==> src/rtl/instr_assembler.sv <==
// Fetch-side instruction assembler: pairs prefix/suffix words into 64-bit
// instructions, flags prefixes at the end of a 64-byte block, and queues results for decode.
module instr_assembler #(
  parameter int DEPTH  = 4,
  parameter int ADDR_W = 64
) (
  input  logic                     i_clk,
  input  logic                     i_rst,
  input  logic                     i_flush,
  input  logic                     i_fetch_valid,
  output logic                     o_fetch_ready,
  input  logic [0:31]              i_fetch_word,
  input  logic [0:ADDR_W-1]        i_fetch_addr,
  output logic                     o_valid,
  input  logic                     i_ready,
  output logic [0:63]              o_instr,
  output logic [0:ADDR_W-1]        o_addr,
  output logic                     o_prefixed,
  output logic                     o_align_err,
  output logic [$clog2(DEPTH):0]   o_count
);

  localparam int PW = $clog2(DEPTH);
  localparam int CW = PW + 1;

  typedef enum logic [1:0] {
    IDLE   = 2'd0,
    PREFIX = 2'd1,
    HALT   = 2'd2
  } state_t;

  state_t            state_r, state_s;
  logic [0:31]       hold_word_r;
  logic [0:ADDR_W-1] hold_addr_r;
  logic [0:63]       mem_instr_r [DEPTH];
  logic [0:ADDR_W-1] mem_addr_r  [DEPTH];
  logic              mem_pref_r  [DEPTH];
  logic              mem_err_r   [DEPTH];
  logic [PW-1:0]     wr_ptr_r, rd_ptr_r;
  logic [CW-1:0]     count_r;

  logic              accept_s, pop_s, push_s, hold_load_s;
  logic              is_prefix_s, at_edge_s;
  logic [0:63]       push_instr_s;
  logic [0:ADDR_W-1] push_addr_s;
  logic              push_pref_s, push_err_s;

  // Ready depends only on registered state and the flush input, never on i_ready.
  assign o_fetch_ready = !i_flush && (state_r != HALT) && (count_r < CW'(DEPTH));
  assign o_valid       = (count_r != {CW{1'b0}});
  assign o_count       = count_r;

  // Next-state and push selection for the pairing FSM.
  always_comb begin
    accept_s     = i_fetch_valid && o_fetch_ready;
    is_prefix_s  = (i_fetch_word[0:5] == 6'b000001);
    at_edge_s    = (i_fetch_addr[ADDR_W-6:ADDR_W-1] == 6'b111100);
    state_s      = state_r;
    push_s       = 1'b0;
    hold_load_s  = 1'b0;
    push_instr_s = {i_fetch_word, 32'h0000_0000};
    push_addr_s  = i_fetch_addr;
    push_pref_s  = 1'b0;
    push_err_s   = 1'b0;
    if (accept_s) begin
      case (state_r)
        IDLE: begin
          if (is_prefix_s && at_edge_s) begin
            // The suffix would fall in the next block: emit the prefix alone, flagged.
            push_s      = 1'b1;
            push_pref_s = 1'b1;
            push_err_s  = 1'b1;
            state_s     = HALT;
          end else if (is_prefix_s) begin
            hold_load_s = 1'b1;
            state_s     = PREFIX;
          end else begin
            push_s = 1'b1;
          end
        end
        PREFIX: begin
          push_s       = 1'b1;
          push_instr_s = {hold_word_r, i_fetch_word};
          push_addr_s  = hold_addr_r;
          push_pref_s  = 1'b1;
          state_s      = IDLE;
        end
        default: begin
          state_s = state_r;
        end
      endcase
    end else begin
      state_s = state_r;
    end
    pop_s = o_valid && i_ready && !i_flush;
  end

  // Head-of-FIFO outputs, forced to zero while empty.
  always_comb begin
    if (o_valid) begin
      o_instr     = mem_instr_r[rd_ptr_r];
      o_addr      = mem_addr_r[rd_ptr_r];
      o_prefixed  = mem_pref_r[rd_ptr_r];
      o_align_err = mem_err_r[rd_ptr_r];
    end else begin
      o_instr     = 64'h0;
      o_addr      = {ADDR_W{1'b0}};
      o_prefixed  = 1'b0;
      o_align_err = 1'b0;
    end
  end

  // FSM, prefix holding register and FIFO pointers; flush overrides everything.
  always_ff @(posedge i_clk or negedge i_rst) begin
    if (!i_rst) begin
      state_r     <= IDLE;
      hold_word_r <= 32'h0;
      hold_addr_r <= {ADDR_W{1'b0}};
      wr_ptr_r    <= {PW{1'b0}};
      rd_ptr_r    <= {PW{1'b0}};
      count_r     <= {CW{1'b0}};
    end else if (i_flush) begin
      state_r     <= IDLE;
      hold_word_r <= 32'h0;
      hold_addr_r <= {ADDR_W{1'b0}};
      wr_ptr_r    <= {PW{1'b0}};
      rd_ptr_r    <= {PW{1'b0}};
      count_r     <= {CW{1'b0}};
    end else begin
      state_r <= state_s;
      if (hold_load_s) begin
        hold_word_r <= i_fetch_word;
        hold_addr_r <= i_fetch_addr;
      end
      if (push_s) wr_ptr_r <= wr_ptr_r + PW'(1);
      if (pop_s)  rd_ptr_r <= rd_ptr_r + PW'(1);
      count_r <= count_r + {{PW{1'b0}}, push_s} - {{PW{1'b0}}, pop_s};
    end
  end

  // FIFO storage.
  always_ff @(posedge i_clk or negedge i_rst) begin
    if (!i_rst) begin
      for (int i = 0; i < DEPTH; i++) begin
        mem_instr_r[i] <= 64'h0;
        mem_addr_r[i]  <= {ADDR_W{1'b0}};
        mem_pref_r[i]  <= 1'b0;
        mem_err_r[i]   <= 1'b0;
      end
    end else if (push_s) begin
      mem_instr_r[wr_ptr_r] <= push_instr_s;
      mem_addr_r[wr_ptr_r]  <= push_addr_s;
      mem_pref_r[wr_ptr_r]  <= push_pref_s;
      mem_err_r[wr_ptr_r]   <= push_err_s;
    end
  end

endmodule

==> config.mk <==
export PLATFORM = sky130hd
export DESIGN_NAME = instr_assembler
export DESIGN_NICKNAME = d
export VERILOG_FILES = /design/src/rtl/instr_assembler.sv
export SDC_FILE = /design/constraint.sdc
export NUM_CORES = 1
export LEC_CHECK = 0
export ABC_AREA = 1
export ABC_CLOCK_PERIOD_IN_PS = 5200
export CORE_ASPECT_RATIO = 1.5
export CORE_MARGIN = 4
export CORE_UTILIZATION = 55
export DETAILED_ROUTE_END_ITERATION = 10
export PLACE_DENSITY = 0.76
export SLEW_MARGIN = 30
export SYNTH_ARGS = -nofsm -noshare
export SYNTH_HDL_FRONTEND = slang
export SYNTH_SLANG_ARGS = --single-unit
==> constraint.sdc <==
create_clock -name i_clk -period 5.2 [get_ports i_clk]
set_input_delay 1.04 -clock i_clk [delete_from_list [all_inputs] [get_ports i_clk]]
set_output_delay 1.04 -clock i_clk [all_outputs]
set_load 0.01 [all_outputs]
* Yosys cells after proc, flatten, opt, wreduce, memory -nomap -nowiden
Cells that the tools add are included.
** Storage, ports and cells
- Input bits :: 101
- Logic and storage cells :: 108
- Register bits :: 625
** Operators by class
- Add/subtract/negate cells :: 4
- Multiplexer cells :: 55
- Reduce and logical (&&, ||, !) cells :: 16
- Bitwise gates (word level) :: 2
- Equal/unequal tests :: 5
- Magnitude comparators :: 4
** Operator list (number)
- 64-bit two-way mux :: 13
- 256-bit bitwise mux :: 2
- 64-bit binary-select mux with 2-bit select :: 2
- 64-bit demux with 2-bit select :: 1
- 32-bit two-way mux :: 2
- 1-bit two-way mux :: 18
- 2-bit two-way mux :: 8
- 4-bit bitwise mux :: 2
- 2-bit nonzero test :: 4
- 1-bit logical AND :: 7
- 6-bit by 1-bit == test with 1-bit output, second input constant :: 1
- 6-bit == test, second input constant :: 1
- 3-bit >= comparator, second input constant :: 2
- 2-bit NOT with 3-bit output :: 2
- 3-bit nonzero test :: 2
- 2-bit by 1-bit adder with 2-bit output, second input constant :: 2
- 1-bit binary-select mux with 2-bit select :: 2
- 4-bit inequality test, second input constant :: 1
- 1-bit case mux with 2 select lines :: 2
- 2-bit case mux with 2 select lines :: 1
- 3-bit by 1-bit adder with 3-bit output :: 1
- 3-bit by 1-bit less-than comparator with 1-bit output, second input constant :: 1
- 3-bit less-than comparator, second input constant :: 1
- 3-bit two-way mux :: 1
- other kinds (7) :: 7

* Depth between registers and ports, before layout
- Depth after elaboration :: 8
- Gate-level depth with buffers :: 13
- Depth with buffers taken out :: 12

* Worst setup path before layout
No wires, ideal clock.
- Kind :: input to register
- From :: input i_flush
- To :: register count_r[2], in the netlist o_count[2]
- Data arrival time :: 2.884 ns
- Buffers on the path :: 2
- Slack :: 2.230 ns
- Cell stages on the path :: 13
- Cell sequence :: buf_6 -> nor2_4 -> nand2_1 -> inv_2 -> buf_2 -> nand2_1 -> ha_1 -> inv_1 -> ha_1 -> inv_1 -> fa_1 -> and3_1 -> nor3_1
** Between the ends
- Word-level cells in the longest chain between the ends :: 8
** Ends and longest elaborated chain
- start, declared :: RTL line 9 : input logic i_flush,
- 1-bit zero test :: RTL line 49, 95
- 1-bit logical AND (2 in a row) :: RTL line 49 : assign o_fetch_ready = !i_flush && (state_r != HALT) && (count_r < CW'(DEPTH));
- 1-bit logical AND :: RTL line 55 : accept_s = i_fetch_valid && o_fetch_ready;
- 1-bit two-way mux :: RTL line 65 : if (accept_s) begin
- 3-bit by 1-bit adder with 3-bit output :: RTL line 137 : count_r <= count_r + {{PW{1'b0}}, push_s} - {{PW{1'b0}}, pop_s};
- 3-bit by 1-bit subtractor with 3-bit output :: RTL line 137
- 3-bit two-way mux (*) :: RTL line 122 : end else if (i_flush) begin
- end signal, assigned :: RTL line 121 : count_r <= {CW{1'b0}};
- end signal, assigned :: RTL line 128 : count_r <= {CW{1'b0}};
- end signal, assigned :: RTL line 137
- end, declared :: RTL line 40 : logic [CW-1:0] count_r;
Every way passes the cells marked *; elsewhere a longest branch is shown, timed or not.
A chain may end at the register's enable or synchronous reset.

* Worst setup path after layout
- From :: register rd_ptr_r[0]
- To :: output o_instr[61] in the netlist's numbering
** Between the ends
- Word-level cells in the longest chain between the ends :: 5
** Ends and longest elaborated chain
- start, declared :: RTL line 39 : logic [PW-1:0] wr_ptr_r, rd_ptr_r;
- start signal, assigned :: RTL line 120 : rd_ptr_r <= {PW{1'b0}};
- start signal, assigned :: RTL line 127 : rd_ptr_r <= {PW{1'b0}};
- start signal, assigned :: RTL line 136 : if (pop_s) rd_ptr_r <= rd_ptr_r + PW'(1);
- 2-bit NOT with 3-bit output (not written as such) :: RTL line 101 : o_instr = mem_instr_r[rd_ptr_r];
- 64-bit binary-select mux with 2-bit select :: RTL line 101
- 64-bit two-way mux (not written as such) (2 in a row) :: RTL line 101
- 64-bit two-way mux :: RTL line 100 : if (o_valid) begin
- end, declared :: RTL line 16 : output logic [0:63] o_instr,
No other way between the ends. The select of a mux whose other input is x is not followed.

==> results.json <==
{
  "run_status": "completed",
  "p_leak_nw": 17.7,
  "worstReg2RegStart": "wr_ptr_r[0]$_DFFE_PN0P_",
  "path_class": "reg2out",
  "clockPowerShare": 0.252,
  "cp.arrival_ps": 3700,
  "placed_cell_area_um2": 33700,
  "relSlewSlack": 0.288,
  "rsz0062_at_grt": "no",
  "pre_cts_slack_ps": 1140,
  "synth-seq-cells": 625,
  "cts.repair.resized": 0,
  "viasPerCell": 6.09,
  "crit_family": "buffers and inverters",
  "fmax_ghz": 0.211,
  "worstSetupStartpointType": "register",
  "clkSinkCount": 625,
  "antenna_left": 0,
  "critPathBufInv": 2,
  "power_frac_seq": 0.375,
  "grt_pass1_wl_um": 164000,
  "clkSlewWorstSetupHoldPaths_ps": 60,
  "comb_power_share": 0.373,
  "post-cts-setup-buffer-count": 0,
  "die_area_um2": 60500,
  "drt-initial-drc-count": 2947,
  "required_ps": 4160,
  "p_int_w": 0.0110,
  "die_h_um": 299,
  "dr_total_vias": 29902,
  "io_pins": 236,
  "final_hold_viol_count": 0,
  "synth_cells": 4129,
  "avgSynthCellArea_um2": 7.54,
  "fp-row-count": 106,
  "setup_violations": 0,
  "post-route-cell-area_um2": 35800,
  "start_util": 0.557,
  "syn_area_um2": 31100,
  "drc": 0,
  "place_congestion": 0.877,
  "path_cells": "buf_4 > nor2_1 > nor2_1 > o21ai_0 > a21oi_1 > clkdlybuf4s50_1",
  "worstMarginPinSlew_ps": 1070,
  "layout.nets": 4215,
  "end_kind": "output port",
  "sw_frac_of_total": 0.377,
  "powerDensity_nw_per_um2": 496,
  "path_common_cell": "nor2_1",
  "synth_cell_types": 25,
  "die_x_um": 202,
  "grt_max_degree": 176,
  "max_stage_delay_ps": 1050,
  "cts-root-to-sink-buffers": 3,
  "numPortBuffers": 235,
  "critPathLaunch": "rd_ptr_r[0]$_DFFE_PN0P_",
  "post-dp-hpwl_um": 57100,
  "numCtsBuffers": 59,
  "cts_tree": "done",
  "area_delta_synth_final_pct": 15.0,
  "grt_overflow": 0,
  "clk_latency_ps": 630,
  "ys_seq_area_frac": 0.503,
  "drv_slew": 0,
  "cpMaxStageDelayCell": "dfrtp_4",
  "wl_per_cell_um": 21.1,
  "hold_buffers": 0,
  "hold_path.class": "in2async",
  "ir_worst_vdd_mv": 0.793,
  "coreArea_um2": 55800,
  "period_share": 0.912,
  "setup_slack_ps": 457,
  "cp_max_fo": 69,
  "fin_skew_ps": 17.0,
  "ctsRootBufferMaster": "clkbuf_16",
  "track_usage": 0.334,
  "cap_violations": 0,
  "synth_warnings": 0,
  "antenna_found_initial": 3,
  "grt_pass1_vias": 29058,
  "p_switching_w": 0.00669,
  "drive_above_1_share": 0.0429,
  "cts-htree-levels": 2,
  "routed_wl_um": 104000,
  "synth_nets": 4237,
  "tns_ps": 0,
  "fin_crit_ps": 4740,
  "dr.pass1.iters": 6
}
logic make-up after synthesis:
family / Yosys count / share of synthesized area
adder cells (fa/ha/maj): 7 / 0.00306
AO/OA/AOI/OAI: 491 / 0.0790
buffers and inverters: 497 / 0.0655
AND/OR/NAND/NOR: 2509 / 0.350
flip-flops: 625 / 0.503
power groups by stage:
stage,sequential (W),combinational (W),clock [W]
6_report,0.00665,0.00661,0.00447
2_1_floorplan,0.00649,0.00376,0
3_5_place_dp,0.00671,0.00650,0
3_3_place_gp,0.00668,0.00643,0
5_1_grt,0.00678,0.00721,0.00472
4_1_cts,0.00664,0.00655,0.00453
synth_stat cells:
| master | instances | area share |
|---|---|---|
| clkbuf_1 | 170 | 0.021 |
| nand3_1 | 97 | 0.016 |
| dfrtp_1 | 625 | 0.50 |
| nor4_4 | 1 | 0.00068 |
| ha_1 | 6 | 0.0024 |
| buf_6 | 1 | 0.00036 |
| o21ai_1 | 10 | 0.0016 |
| nor2_4 | 1 | 0.00036 |
| nor2_2 | 1 | 0.00020 |
| inv_1 | 110 | 0.013 |
| fa_1 | 1 | 0.00064 |
| nor2_1 | 545 | 0.066 |
| or2_2 | 1 | 0.00020 |
| nand2_1 | 1336 | 0.16 |
| o21ai_0 | 348 | 0.056 |
| and3_1 | 1 | 0.00020 |
| nand4_1 | 522 | 0.10 |
| clkinv_1 | 1 | 0.00012 |
| a21oi_1 | 133 | 0.021 |
| inv_2 | 5 | 0.00060 |
| nor3_1 | 2 | 0.00032 |
| buf_4 | 2 | 0.00048 |
| buf_1 | 82 | 0.0099 |
| nand3_2 | 2 | 0.00064 |
| buf_2 | 126 | 0.020 |
worst reg2reg max path, stage by stage (launching register included):
cell     delay (ps)
dfrtp_1         470
inv_1           230
ha_4            820
nand3_4         780
buf_4           540
nand2_1         130
nand2_1          60
through the flow:
step | hold slack (ps) | cells | util | total power [W]
floorplan | 437 | 4129 | - | 0.0103
global placement | 451 | 4799 | 0.604 | 0.0131
detailed placement | 457 | 4800 | 0.604 | 0.0132
CTS | 473 | 4906 | 0.640 | 0.0177
global route | 488 | 4908 | 0.641 | 0.0187
finish | 451 | 4909 | 0.641 | 0.0177
routing by layer:
layer  wire [um]  global-route usage  vias up
met5          22                   0        -
met4        5280               0.152        4
met3        9110              0.0567      298
met2       50100               0.551     1519
met1       39200               0.435    14452
li1            -                   -    13629
worst paths after layout:
| check | to | slack (ps) | cells past startpoint |
|---|---|---|---|
| worst max-delay path | o_instr[61] | 460 | 6 |
| worst min-delay path | mem_instr_r[116]$_DFFE_PN0P_ | 450 | 1 |
| worst max register to register | mem_addr_r[195]$_DFFE_PN0P_ | 2050 | 6 |
| worst min register to register | mem_addr_r[144]$_DFFE_PN0P_ | 470 | 2 |
| max in group asynchronous | mem_addr_r[235]$_DFFE_PN0P_ | 3640 | 2 |
| min in group i_clk | mem_addr_r[144]$_DFFE_PN0P_ | 470 | 2 |
sequential cells by signal, indices dropped and copies added (netlist names):
| signal | flops |
|---|---|
| mem_instr_r | 256 |
| wr_ptr_r | 2 |
| mem_addr_r | 256 |
| state_r | 2 |
| mem_err_r | 4 |
| rd_ptr_r | 2 |
| o_count | 3 |
| hold_addr_r | 64 |
| hold_word_r | 32 |
| mem_pref_r | 4 |
layout make-up:
| class | instances | area (um2) |
|---|---|---|
| clock buffer | 94 | 1820 |
| antenna | 1 | 2.50 |
| timing repair buffer | 298 | 3180 |
| multi-input combinational | 3007 | 13600 |
| clock inverter | 12 | 160 |
| tap | 756 | 946 |
| sequential | 625 | 15600 |
| fill | 4835 | 20100 |
| inverter | 116 | 453 |
cell usage in the layout, fill, tap and decap left out, drive strengths merged:
master and n:
inv 114, nor2 547, o21ai 358, a21oi 133, nor3 2, or2 1
ha 6, clkdlybuf4s50 234, clkbuf 94, bufinv 4, dfrtp 625, diode 1
buf 64, and3 1, nand4 522, clkinv 10, nor4 1, fa 1
nand2 1336, nand3 99
(Power assumes the default switching activity.)
